## src/rtl/div_pkg.sv

```systemverilog
// Shared constants, FSM state encoding and helpers for the signed
// non-restoring divider.
package div_pkg;

    localparam int WIDTH = 25;

    function automatic int iter_count(input int width);
        return width;
    endfunction

    localparam int ITERS = iter_count(WIDTH);

    typedef enum logic [1:0] {
        IDLE = 2'd0,
        CALC = 2'd1,
        FIX  = 2'd2
    } state_t;

endpackage

```

## src/rtl/div_step.sv

```systemverilog
// One combinational non-restoring iteration on {partial remainder, quotient}.
module div_step #(
    parameter int WIDTH = div_pkg::WIDTH
) (
    input  logic [WIDTH:0]   p_in,
    input  logic [WIDTH-1:0] q_in,
    input  logic [WIDTH-1:0] d,
    output logic [WIDTH:0]   p_out,
    output logic [WIDTH-1:0] q_out
);

    logic [WIDTH:0] shifted;

    // The sign of the incoming partial remainder picks add or subtract.
    always_comb begin
        shifted = {p_in[WIDTH-1:0], q_in[WIDTH-1]};
        p_out   = p_in[WIDTH] ? (shifted + {1'b0, d}) : (shifted - {1'b0, d});
        q_out   = {q_in[WIDTH-2:0], ~p_out[WIDTH]};
    end

endmodule

```

## src/rtl/nonrestoring_divider.sv

```systemverilog
// Signed sequential divider: magnitudes are divided by a shared non-restoring
// step over WIDTH cycles, then remainder and signs are fixed in one cycle.
module nonrestoring_divider #(
    parameter int WIDTH = div_pkg::WIDTH
) (
    input  logic             clk,
    input  logic             rst_n,
    input  logic             start,
    input  logic [WIDTH-1:0] dividend,
    input  logic [WIDTH-1:0] divisor,
    output logic             busy,
    output logic             done,
    output logic [WIDTH-1:0] quotient,
    output logic [WIDTH-1:0] remainder,
    output logic             div_by_zero,
    output logic             ovf
);

    import div_pkg::*;

    localparam int N_ITER = iter_count(WIDTH);
    localparam int CNT_W  = $clog2(N_ITER + 1);

    state_t state, state_nxt;

    logic [CNT_W-1:0] cnt;
    logic [WIDTH:0]   p;
    logic [WIDTH-1:0] q;
    logic [WIDTH-1:0] d_mag;
    logic             sign_a;
    logic             sign_b;
    logic             zero_div;

    logic [WIDTH:0]   step_p;
    logic [WIDTH-1:0] step_q;
    logic             divisor_zero;
    logic             last_iter;

    logic [WIDTH:0]   rem_fix;
    logic [WIDTH-1:0] rem_mag;
    logic [WIDTH-1:0] q_res;
    logic [WIDTH-1:0] r_res;
    logic [WIDTH-1:0] dvd_res;

    div_step #(.WIDTH(WIDTH)) u_step (
        .p_in  (p),
        .q_in  (q),
        .d     (d_mag),
        .p_out (step_p),
        .q_out (step_q)
    );

    assign divisor_zero = (divisor == '0);
    assign last_iter    = (cnt == CNT_W'(N_ITER - 1));

    // NOTE: every signal written here gets a default first, so no path leaves
    // it unassigned and no latch is inferred.
    always_comb begin
        state_nxt = state;
        unique case (state)
            IDLE: if (start) state_nxt = divisor_zero ? FIX : CALC;
            CALC: if (last_iter) state_nxt = FIX;
            FIX:  state_nxt = IDLE;
            default: state_nxt = IDLE;
        endcase
    end

    // Final correction. With a zero divisor q still holds |dividend|, so
    // dvd_res restores the original dividend (including the most negative one).
    always_comb begin
        rem_fix = p[WIDTH] ? (p + {1'b0, d_mag}) : p;
        rem_mag = rem_fix[WIDTH-1:0];
        q_res   = (sign_a ^ sign_b) ? -q : q;
        r_res   = sign_a ? -rem_mag : rem_mag;
        dvd_res = sign_a ? -q : q;
    end

    always_ff @(posedge clk or negedge rst_n) begin
        if (!rst_n) begin
            state <= IDLE;
        end else begin
            state <= state_nxt;
        end
    end

    // NOTE: sequential state uses non-blocking assignments only, so every
    // register samples the values from before the edge.
    always_ff @(posedge clk or negedge rst_n) begin
        if (!rst_n) begin
            cnt         <= '0;
            p           <= '0;
            q           <= '0;
            d_mag       <= '0;
            sign_a      <= 1'b0;
            sign_b      <= 1'b0;
            zero_div    <= 1'b0;
            busy        <= 1'b0;
            done        <= 1'b0;
            quotient    <= '0;
            remainder   <= '0;
            div_by_zero <= 1'b0;
            ovf         <= 1'b0;
        end else begin
            done <= 1'b0;
            unique case (state)
                IDLE: begin
                    if (start) begin
                        sign_a      <= dividend[WIDTH-1];
                        sign_b      <= divisor[WIDTH-1];
                        q           <= dividend[WIDTH-1] ? -dividend : dividend;
                        d_mag       <= divisor[WIDTH-1] ? -divisor : divisor;
                        p           <= '0;
                        cnt         <= '0;
                        zero_div    <= divisor_zero;
                        busy        <= 1'b1;
                        div_by_zero <= 1'b0;
                        ovf         <= 1'b0;
                    end
                end
                CALC: begin
                    p   <= step_p;
                    q   <= step_q;
                    cnt <= cnt + CNT_W'(1);
                end
                FIX: begin
                    if (zero_div) begin
                        quotient    <= '1;
                        remainder   <= dvd_res;
                        div_by_zero <= 1'b1;
                    end else begin
                        quotient  <= q_res;
                        remainder <= r_res;
                        // Only -2^(W-1) / -1 yields a positive magnitude of 2^(W-1).
                        ovf       <= q[WIDTH-1] & ~(sign_a ^ sign_b);
                    end
                    busy <= 1'b0;
                    done <= 1'b1;
                end
                default: ;
            endcase
        end
    end

endmodule

```

## config.mk

```make
export PLATFORM = sky130hd
export DESIGN_NAME = nonrestoring_divider
export DESIGN_NICKNAME = d
export VERILOG_FILES = /design/src/rtl/div_pkg.sv /design/src/rtl/div_step.sv /design/src/rtl/nonrestoring_divider.sv
export SDC_FILE = /design/constraint.sdc
export NUM_CORES = 1
export LEC_CHECK = 0
export ABC_AREA = 1
export CORE_MARGIN = 1.5
export CORE_UTILIZATION = 40
export CTS_BUF_LIST = sky130_fd_sc_hd__clkbuf_2
export DETAILED_ROUTE_END_ITERATION = 16
export GPL_ROUTABILITY_DRIVEN = 1
export PLACE_DENSITY = 0.55
export SYNTH_ARGS = -nofsm -noshare
export SYNTH_HDL_FRONTEND = slang
export SYNTH_HIERARCHICAL = 1
export SYNTH_SLANG_ARGS = --single-unit
```

## constraint.sdc

```tcl
create_clock -name clk -period 3.1 [get_ports clk]
set_clock_uncertainty 0.2 [all_clocks]
set_input_delay 0.62 -clock clk [delete_from_list [all_inputs] [get_ports clk]]
set_output_delay 0.62 -clock clk [all_outputs]
set_load 0.02 [all_outputs]
```

== Word level (Yosys, flattened, before mapping) ==
Index checks and enable logic that the tools add are counted.

* Reductions and logical operators: 10
* Multiplexer cells: 27
* $add $sub $neg: 8
* Bitwise operators: 4
* Equal/unequal tests: 7

{| class="wikitable"
|+ Operators with widths
! operator !! count
|-
| 2-to-1 mux 25 bit || 9
|-
| negator 25 bit || 4
|-
| 2-to-1 mux 26 bit || 2
|-
| one-hot mux 26 bit (2 select lines) || 1
|-
| one-hot mux 25 bit (2 select lines) || 1
|-
| adder 26 x 25 -> 26 bit || 1
|-
| subtractor 26 x 25 -> 26 bit || 1
|-
| adder 25 bit || 1
|-
| logical NOT 25 bit || 1
|-
| one-hot mux 5 bit (2 select lines) || 1
|-
| inequality test 2 bit, second input constant || 4
|-
| AND reduction 2 bit || 4
|-
| 2-to-1 mux 2 bit || 3
|-
| one-hot mux 1 bit (2 select lines) || 3
|-
| AND reduction 3 bit || 2
|-
| adder 5 x 1 -> 5 bit, second input constant || 1
|-
| == test 5 bit, second input constant || 1
|-
| 2-to-1 mux 1 bit || 5
|-
| 2-to-1 mux 5 bit || 1
|-
| one-hot mux 2 bit (2 select lines) || 1
|-
| nonzero test 2 bit || 2
|-
| == test 2 x 1 -> 1 bit, second input constant || 1
|-
| == test 2 bit, second input constant || 1
|-
| logical NOT 2 bit || 1
|-
| 3 further kinds || 4
|}

* Logic and storage cells: 70
* Output and inout bits: 54
* Bits in registers: 140

== Depth between registers and ports, before layout ==
* Depth after elaboration: 5
* Gate-level depth with buffers: 23
* Mapped depth without buffers: 23

== Cells and area by module ==
The synthesis kept the hierarchy.

{| class="wikitable"
|+ Modules (own cells, without submodules)
! module !! cells an instance !! area each (µm²) !! seq. area each (µm²) !! instances
|-
| nonrestoring_divider || 1,483 || 10,072.2 || 3,503.4 || 1
|-
| div_step || 504 || 2,587.5 || 0.0 || 1
|}

== Worst setup path after synthesis ==
No wires, ideal clock.

* Kind: register to register
* Start: register d_mag[0]
* End: register q[0]
* Clock period less this slack: 2.834 ns
* Path slack: 0.266 ns
* Arrival time: 2.495 ns
* Buffers on the path: 0
* Cell stages (with the launch flop): 21
* Cells stage by stage: dfrtp_1 > inv_1 > ha_1 > nand3_1 > nor2_1 > nand3_1 > nand2_1 > nand2_1 > xor2_1 > ha_1 > nand2_1 > nor2_1 > nand2_1 > nor2_1 > nand2_1 > inv_1 > nor2_1 > nand2_1 > nand2_1 > nand2_1 > o221ai_1

* Cells in the longest elaborated chain, start to end: 4

{| class="wikitable"
|+ RTL lines
! what !! RTL line !! source
|-
| start: declaration || nonrestoring_divider.sv:29 || <nowiki>logic [WIDTH-1:0] d_mag;</nowiki>
|-
| start signal: assignment || nonrestoring_divider.sv:111 || <nowiki>d_mag <= divisor[WIDTH-1] ? -divisor : divisor;</nowiki>
|-
| subtractor 26 x 25 -> 26 bit / adder 26 x 25 -> 26 bit (equally long branches) || div_step.sv:17 || <nowiki>p_out = p_in[WIDTH] ? (shifted + {1'b0, d}) : (shifted - {1'b0, d});</nowiki>
|-
| 2-to-1 mux 26 bit (*) || div_step.sv:17 ||
|-
| NOT 1 bit (*) || div_step.sv:18 || <nowiki>q_out = {q_in[WIDTH-2:0], ~p_out[WIDTH]};</nowiki>
|-
| named net step_q[0] || nonrestoring_divider.sv:35 || <nowiki>logic [WIDTH-1:0] step_q;</nowiki>
|-
| one-hot mux 25 bit (2 select lines) (*) || nonrestoring_divider.sv:105 || <nowiki>unique case (state)</nowiki>
|-
| end signal: assignment || nonrestoring_divider.sv:110 || <nowiki>q <= dividend[WIDTH-1] ? -dividend : dividend;</nowiki>
|-
| end signal: assignment || nonrestoring_divider.sv:122 || <nowiki>q <= step_q;</nowiki>
|-
| end: declaration || nonrestoring_divider.sv:28 || <nowiki>logic [WIDTH-1:0] q;</nowiki>
|}

Mark *: on every way through the listed nets, which the timed path passes. The rest lies on a longest branch.
A chain may end at the register's enable or synchronous reset.

== Worst setup path after layout ==
* Start: register d_mag[0]
* End: register remainder[24]

* Cells in the longest elaborated chain, start to end: 5

{| class="wikitable"
|+ RTL lines
! what !! RTL line !! source
|-
| adder 25 bit (*) || nonrestoring_divider.sv:71 || <nowiki>rem_fix = p[WIDTH] ? (p + {1'b0, d_mag}) : p;</nowiki>
|-
| 2-to-1 mux 25 bit (*) || nonrestoring_divider.sv:71 ||
|-
| negator 25 bit || nonrestoring_divider.sv:74 || <nowiki>r_res = sign_a ? -rem_mag : rem_mag;</nowiki>
|-
| 2-to-1 mux 25 bit (*) || nonrestoring_divider.sv:74 ||
|-
| 2-to-1 mux 25 bit (*) || nonrestoring_divider.sv:126 || <nowiki>if (zero_div) begin</nowiki>
|-
| end signal: assignment || nonrestoring_divider.sv:128 || <nowiki>remainder <= dvd_res;</nowiki>
|-
| end signal: assignment || nonrestoring_divider.sv:132 || <nowiki>remainder <= r_res;</nowiki>
|-
| end: declaration || nonrestoring_divider.sv:14 || <nowiki>output logic [WIDTH-1:0] remainder,</nowiki>
|}

Every way passes the cells marked *; elsewhere a longest branch is shown, timed or not.

==> impl_metrics.toml <==
[routing]
wl_um = 47100
viasPerCell = 5.29
drtIter0Drc = 1214
drcViolationCount = 0
ant_nets = 0
firstDrtPassIters = 8
routedWlPerCell_um = 17.9
vias = 13900

[grt]
grt_max_degree = 55
gr-total-overflow = 0
grt_pass1_vias = 13000
grt_usage_pct = 28.8
grt_pass1_wl_um = 72800
antenna_found_initial = 2

[timing]
fin_crit_ns = 3.08
slew_headroom_pct = 40.7
max_freq_mhz = 325
drv_slew = 0
fin_crit_sh_pct = 99.4
tns_ns = 0
rsz0062_at_grt = "true"
hold_violations = 0
tightest_slew_ns = 0.886
finalSetupViolCount = 0

[critical_path]
crit_type = "reg -> reg"
worstPathArrival_ns = 3.68
worst-path-buf-inv = 3
max_stage_delay_ns = 0.52
setup.worst_path.end_class = "flop"
worstSetupStartpointType = "flop"
critPathTopFamily = "simple AND/OR/NAND/NOR gates"
cp_max_fo = 7
worstPathRequired_ns = 3.70
crit_path_frequent_cell = "nand2_2"
crit_path_cell_trace = "buf_6, ha_4, inv_4, fa_2, nand2_2, o21ai_4, ha_2, nand4_1, nor2_1, nand2_1, nor2_2, nand2_2, nor2_2, nand2_2, nand2_4, buf_6, nand2_2, nand2_1, nand3_1, nand2_1"
cp_slowest_cell = "fa_2"

[clock_tree]
root_buffer = "clkbuf_2"
clk_latency_ns = 0.86
tritoncts = "done"
cts_made_buffers = 17
path_clk_slew_ns = 0.24
htree_levels = 4
cts.sinks = 140
clock_path_buffers = 2

[synthesis]
synth-main-ff-cell = "dfrtp_1"
netlist_area_um2 = 12700
ys_seq_area_share_pct = 27.7
synth_warnings = 6
synth.distinct_cells = 53
syn_area_per_cell_um2 = 6.37
synthArstFlopShare_pct = 100
synth_edf_count = 0
ys_ff_latch = 140
syn_nets = 2099
syn_inst = 1987

[min_path]
hold_class = "reg -> reg"

[floorplan]
num_rows = 64
io_pins = 107
start_util_pct = 41.0
die_w_um = 181
core_area_um2 = 30900
dieArea_um2 = 32700
dieHeight_um = 181

[placed_design]
io_buffers = 106
hpwlAfterDp_um = 36900
gp_congestion = 0.939

[layout]
final_common_cell = "nand2_1"
final_nets = 2329
fill_cells = 3207
drive_above_1_share_pct = 18.5
layout_common_cells = "559 x nand2_1, 233 x inv_1, 197 x nor2_1"
area_growth_pct = 27.9

[run_status]
status = "complete, no violations"

[run]
max_cap_viol_count = 0
## synthesized netlist by cell type, types with 5 or more instances
cell / count / share of area, %
nand3_1: 121 / 4.8
buf_2: 6 / 0.24
buf_4: 24 / 1.4
o221ai_1: 17 / 1.2
o21bai_1: 7 / 0.42
inv_1: 242 / 7.2
nand4_1: 23 / 1.1
o31ai_1: 6 / 0.36
ha_1: 57 / 5.6
a31oi_1: 21 / 1.0
clkbuf_1: 41 / 1.2
a21oi_1: 78 / 3.1
xnor2_1: 27 / 1.9
nor3_2: 7 / 0.55
a2bb2oi_1: 7 / 0.48
o21ai_0: 126 / 5.0
nor2_1: 230 / 6.8
nor4_1: 6 / 0.30
dfrtp_1: 140 / 28
xor2_1: 73 / 5.1
o22ai_1: 10 / 0.49
buf_1: 10 / 0.30
o211ai_1: 7 / 0.42
or2_2: 5 / 0.25
a22o_1: 10 / 0.69
nor2_2: 5 / 0.25
nand2_1: 605 / 18
nor3_1: 18 / 0.71
o21ai_1: 11 / 0.43
## layout make-up
type | count | area (um^2) | share of cell area (%)
multi-input combinational | 1518 | 8470 | 52.3
sequential | 140 | 3520 | 21.7
timing repair buffer | 292 | 2520 | 15.6
inverter | 248 | 933 | 5.77
tap | 396 | 495 | 3.06
clock inverter | 14 | 159 | 0.982
clock buffer | 18 | 90.1 | 0.557
antenna | 2 | 5.00 | 0.0309
## logic make-up (layout without fill, tap and decap cells)
kind of cell	after synthesis	count (layout)	synth area share, %
adder cells (fa/ha/maj)	59	59	5.95
other	0	2	0
flip-flops	140	140	27.7
buffers and inverters	329	572	10.5
XOR/XNOR	101	101	7.05
AO/OA/AOI/OAI	314	314	14.5
AND/OR/NAND/NOR	1043	1043	34.3
multiplexers	1	1	0.0791
## repair_timing
item / in CTS / in global routing
hold buffers: 3 / 0
hold endpoints to repair: 140 / 0
pin swaps: 5 / 61
setup endpoints to repair: 21 / 36
setup buffers: 2 / 18
resized for setup: 19 / 187
## metal layers
layer	global-route usage (%)	up-vias	wire, um
li1	-	6862	-
met1	41.1	6529	22500
met2	42.5	439	19800
met3	6.71	66	3570
met4	9.51	0	1220
met5	0	-	0
## stage by stage
stage	instances	setup slack [ns]	area, um^2	hold slack, ns	utilization [%]
global placement	2571	-0.130	15100	0.268	48.8
detailed placement	2571	-0.181	15100	0.266	48.8
finish	2628	0.0199	16200	0.290	52.4
global route	2628	-0.181	16200	0.250	52.4
CTS	2608	-0.0180	15400	0.219	49.9
floorplan	1987	0.266	12700	0.124	-
## flip-flops by register name, indices dropped and copies added, names as in the netlist, 2 cells and up
signal	cells
state	2
p	26
d_mag	25
quotient	25
remainder	25
cnt	5
q	25
## path summary, 6_finish.rpt
| kind | depth (start not counted) | slack [ns] | endpoint | from |
|---|---|---|---|---|
| worst max-delay path | 20 | 0.02 | remainder[24]$_DFFE_PN0P_ | d_mag[0]$_DFFE_PN0P_ |
| max in group asynchronous | 4 | 0.80 | p[21]$_DFFE_PN0P_ | rst_n |
| worst min-delay path | 1 | 0.29 | cnt[4]$_DFFE_PN0P_ | cnt[4]$_DFFE_PN0P_ |
| min in group asynchronous | 3 | 0.58 | p[19]$_DFFE_PN0P_ | rst_n |
| worst max register to register | 20 | 0.02 | remainder[24]$_DFFE_PN0P_ | d_mag[0]$_DFFE_PN0P_ |
| worst min register to register | 1 | 0.29 | cnt[4]$_DFFE_PN0P_ | cnt[4]$_DFFE_PN0P_ |
Power is left out: the tool's default activity adds up to more than one toggle a clock period on the data nets, which glitch-free logic cannot reach.
